===== src/rtl/dco_therm_stepper.sv =====
// ============================================================================
// dco_therm_stepper : ramps a thermometer-coded DCO bank toward a binary
//                     target, one element per step, at a fixed step period.
// Revision: 1.0
// ============================================================================
`default_nettype none

module dco_therm_stepper #(
  parameter int WIDTH = 6,
  parameter int DIV   = 4
) (
  input  logic                         clk,
  input  logic                         rst,
  input  logic                         req_valid,
  input  logic [$clog2(WIDTH+1)-1:0]   req_code,
  output logic                         req_ready,
  output logic [WIDTH-1:0]             therm,
  output logic                         busy,
  output logic                         done,
  output logic                         all_off
);

  localparam int CW = $clog2(WIDTH+1);

  typedef enum logic [1:0] {
    S_IDLE = 2'd0,
    S_WAIT = 2'd1,
    S_STEP = 2'd2
  } state_t;

  localparam logic [CW-1:0] LVL_MAX    = CW'(WIDTH);
  localparam logic [7:0]    CNT_RELOAD = 8'(DIV - 1);
  // With DIV==1 the wait phase has zero length, so arming lands directly in STEP.
  localparam state_t        S_ARM      = (DIV == 1) ? S_STEP : S_WAIT;

  state_t           state_q;
  logic [7:0]       cnt_q;
  logic [CW-1:0]    lvl_q;
  logic [CW-1:0]    tgt_q;
  logic [WIDTH-1:0] therm_q;
  logic             busy_q;
  logic             done_q;
  logic             all_off_q;

  logic [CW-1:0]    tgt_d;
  logic             step_up;
  logic [CW-1:0]    lvl_d;
  logic [WIDTH-1:0] therm_d;

  assign tgt_d   = (req_code > LVL_MAX) ? LVL_MAX : req_code;
  assign step_up = (tgt_q > lvl_q);
  assign lvl_d   = step_up ? (lvl_q + CW'(1)) : (lvl_q - CW'(1));
  assign therm_d = step_up ? {therm_q[WIDTH-2:0], 1'b1} : (therm_q >> 1);

  // The STEP cycle is the last cycle of each DIV-cycle period, so step j
  // lands exactly j*DIV edges after acceptance.
  always_ff @(posedge clk or posedge rst) begin
    if (rst) begin
      state_q   <= S_IDLE;
      cnt_q     <= 8'd0;
      lvl_q     <= '0;
      tgt_q     <= '0;
      therm_q   <= '0;
      busy_q    <= 1'b0;
      done_q    <= 1'b0;
      all_off_q <= 1'b1;
    end else begin
      done_q <= 1'b0;
      case (state_q)
        S_IDLE: begin
          if (req_valid) begin
            tgt_q <= tgt_d;
            if (tgt_d == lvl_q) begin
              done_q <= 1'b1;
            end else begin
              state_q <= S_ARM;
              cnt_q   <= CNT_RELOAD;
              busy_q  <= 1'b1;
            end
          end
        end
        S_WAIT: begin
          cnt_q <= cnt_q - 8'd1;
          if (cnt_q <= 8'd1) begin
            state_q <= S_STEP;
          end
        end
        S_STEP: begin
          therm_q   <= therm_d;
          lvl_q     <= lvl_d;
          all_off_q <= (therm_d == '0);
          if (lvl_d == tgt_q) begin
            state_q <= S_IDLE;
            busy_q  <= 1'b0;
            done_q  <= 1'b1;
          end else begin
            state_q <= S_ARM;
            cnt_q   <= CNT_RELOAD;
          end
        end
        default: begin
          state_q <= S_IDLE;
          busy_q  <= 1'b0;
        end
      endcase
    end
  end

  assign req_ready = (state_q == S_IDLE);
  assign therm     = therm_q;
  assign busy      = busy_q;
  assign done      = done_q;
  assign all_off   = all_off_q;

endmodule

`default_nettype wire


===== config.mk =====
export PLATFORM = sky130hd
export DESIGN_NAME = dco_therm_stepper
export DESIGN_NICKNAME = d
export VERILOG_FILES = /design/src/rtl/dco_therm_stepper.sv
export SDC_FILE = /design/constraint.sdc
export NUM_CORES = 1
export LEC_CHECK = 0
export CORE_AREA = 2 2 72 54
export CTS_CLUSTER_DIAMETER = 100
export DETAILED_ROUTE_END_ITERATION = 16
export DIE_AREA = 0 0 74 56
export MAX_ROUTING_LAYER = met4
export PLACE_DENSITY_LB_ADDON = 0.2
export SLEW_MARGIN = 40
export SYNTH_ARGS = -nofsm -noshare
export SYNTH_HDL_FRONTEND = slang
export SYNTH_SLANG_ARGS = --single-unit

===== constraint.sdc =====
create_clock -name clk -period 7.3 [get_ports clk]
set_clock_uncertainty 0.2 [all_clocks]
set_input_delay 0.73 -clock clk [delete_from_list [all_inputs] [get_ports clk]]
set_output_delay 0.73 -clock clk [all_outputs]
set_load 0.05 [all_outputs]

==> impl_metrics.ini <==
[floorplan]
die_w_um = 74
start_util_pct = 43.8
dieArea_um2 = 4140
fp.dieH_um = 56
rows = 18
fp.coreArea_um2 = 3400
io_pins = 16

[cts]
numCtsBuffers = 3
clockBufferDepth = 2
h-tree-depth = 1
hold_buffers = 0
clkSinkCount = 25
ctsResizeCount = 0
clock_latency_ns = 0.28
root_buffer = clkbuf_8
cts_tree = built
path_clk_slew_ns = 0.08
cts_setup_buffers = 0

[placed_design]
hpwl_um = 2270
gp_congestion = 0.873
dp.cells = 220
pre_cts_ws_ns = 3.29
io_buffers = 15

[sta]
setup_ws_ns = 3.29
finalHoldViolations = 0
min_period_ns = 4.01
rsz0062_at_grt = false
worstMarginPinSlew_ns = 0.589
tns_ns = 0
fmax_mhz = 249
slew_viol_final = 0
relSlewSlack_pct = 60.2
setup_viol = 0
finalCritPeriodShare_pct = 55.0

[pwr]
power_uw = 232
p_leak_uw = 0.000713
power.density_nw_per_um2 = 134
vdd_drop_max_mv = 0.0850

[setup_path]
cp_max_fo = 8
cpMaxStageDelayCell = fa_1
crit_arrival_ns = 3.96
crit_chain = inv_1 > ha_1 > nor2b_2 > or2_4 > a21oi_1 > a31oi_2 > fa_1 > xnor2_1 > or4b_1 > mux2i_2 > nor2_1 > a2bb2oi_2
worst_path_largest_cell_delay_ns = 0.56
cp-end-kind = register
required_ns = 7.25
worstSetupStartpointType = register
criticalPathCategory = register to register

[cells_and_area]
post_route_cells_drive_above_1_share_pct = 10.3
antenna_cells = 0
nNetsFinal = 187
final_cell_mix = 25 x nand2_1, 24 x dfrtp_1, 15 x clkdlybuf4s50_1, 12 x nor2_1, 11 x o21ai_0
fill_cells = 314
final_common_cell = nand2_1
fin_cells = 224
post-route-util_pct = 50.9
area_growth_pct = 16.2

[routing]
routedWlPerCell_um = 14.0
first_iter_violations = 66
viasPerCell = 5.36
wirelength_um = 3130
ant_nets = 0
firstDrtPassIters = 4
drcViolationCount = 0
vias = 1201

[logic_synthesis]
synth_area_um2 = 1490
ys_types = 44
synthesis.nets = 169
synth_top_cells_by_area = dfrtp_1 40%, nand2_1 6.3%, ha_1 4.2%, o31ai_1 4.0%, o21ai_0 3.7%
yosysSeqAreaShare_pct = 42.1
postSynthAreaPerCell_um2 = 9.48
yosysWarnings = 0
yosysTopAreaCell = dfrtp_1
netlist_instances = 157
synth.top_cell.area_share_pct = 40.3
ys_seq_elements = 25

[global_routing]
antenna_found_initial = 0
grt.total_usage_pct = 17.3
grt_pass1_wl_um = 5380
overflow = 0
grt_start_max_net_pins = 26
grt_pass1_vias = 1123

[run_status]
outcome = finished, final reports clean

[run]
cap_violations = 0

[hold_path]
hold_class = register to register
==> critical path: cells and delay by family (launching register included) <==
| family | cells | cell delay, ns |
|---|---|---|
| and+or+nand+nor | 4 | 1.01 |
| muxes | 1 | 0.34 |
| buffers and inverters | 1 | 0.10 |
| AOI/OAI and AO/OA | 3 | 0.72 |
| DFF | 1 | 0.42 |
| xor gates and xnor gates | 1 | 0.17 |
| adders and majority gates | 2 | 0.94 |
==> where the power goes <==
| group | switching, uW | internal (uW) |
|---|---|---|
| sequential | 0 | 138 |
| combinational | 4.93 | 3.26 |
| clock | 46.7 | 38.3 |
| total | 51.6 | 180 |
==> cell families after synthesis <==
group           count (synthesis)  share of synthesized area [%]
mux                             8                           6.13
buf+inv                        12                           3.70
xor+xnor                        7                           4.12
flops                          25                           42.1
fa+ha+maj                       6                           5.55
simple gates                   59                           19.7
compound gates                 40                           18.7
==> registers in the layout (all words and copies together), names as in the netlist <==
signal / count
therm: 6
all_off: 1
lvl_q: 3
tgt_q: 3
state_q: 2
busy: 1
cnt_q: 8
done: 1
==> through the flow <==
step	cell area (um^2)	hold WS, ns
floorplan	1490	0.250
global placement	1680	0.275
detailed placement	1680	0.270
CTS	1730	0.291
global route	1730	0.309
finish	1730	0.284
==> layer usage <==
metal | vias to the layer above | track usage, % | part of all wire (%)
met2 | 23 | 25.5 | 45
met4 | 0 | 3.90 | 0.74
met5 | - | - | 0
li1 | 590 | - | -
met3 | 4 | 4.35 | 4.3
met1 | 584 | 23.9 | 50
==> final timing paths <==
| check | from | endpoint | slack [ns] | cells after the start |
|---|---|---|---|---|
| worst max-delay path | lvl_q[1] | cnt_q[1] | 3.29 | 12 |
| min in group asynchronous | rst | therm[3] | 0.62 | 2 |
| worst min register to register | tgt_q[0] | tgt_q[0] | 0.28 | 2 |
| max in group asynchronous | rst | lvl_q[2] | 5.91 | 2 |
| worst max register to register | lvl_q[1] | cnt_q[1] | 3.29 | 12 |
| worst min-delay path | tgt_q[0] | tgt_q[0] | 0.28 | 2 |
==> layout make-up <==
cell class | instances | area (um^2) | area share [%]
inverter | 10 | 37.5 | 2.17
clock buffer | 3 | 41.3 | 2.39
multi-input combinational | 120 | 807 | 46.6
timing repair buffer | 15 | 150 | 8.68
sequential | 25 | 627 | 36.2
clock inverter | 1 | 5.00 | 0.289
tap | 50 | 62.6 | 3.62
==> cell usage after synthesis (all sizes together) <==
master,count
ha,5
o211ai,2
xor2,3
nor2b,2
nand3b,1
nor2,12
and2b,1
mux2,3
nor3b,1
o41ai,1
mux2i,5
nor4b,1
or2,2
o2bb2ai,1
xnor2,4
fa,1
a221oi,1
a21o,1
inv,10
a2bb2oi,1
nand4bb,1
o311ai,1
o31ai,8
nand2,26
o21ai,13
a21oi,10
clkbuf,2
dfstp,1
dfrtp,24
nand2b,2
nor3,1
or4,1
nand4,3
nor4,1
or4b,1
nand3,3
a31oi,1
Note: power is estimated with default switching activity, not from simulation.
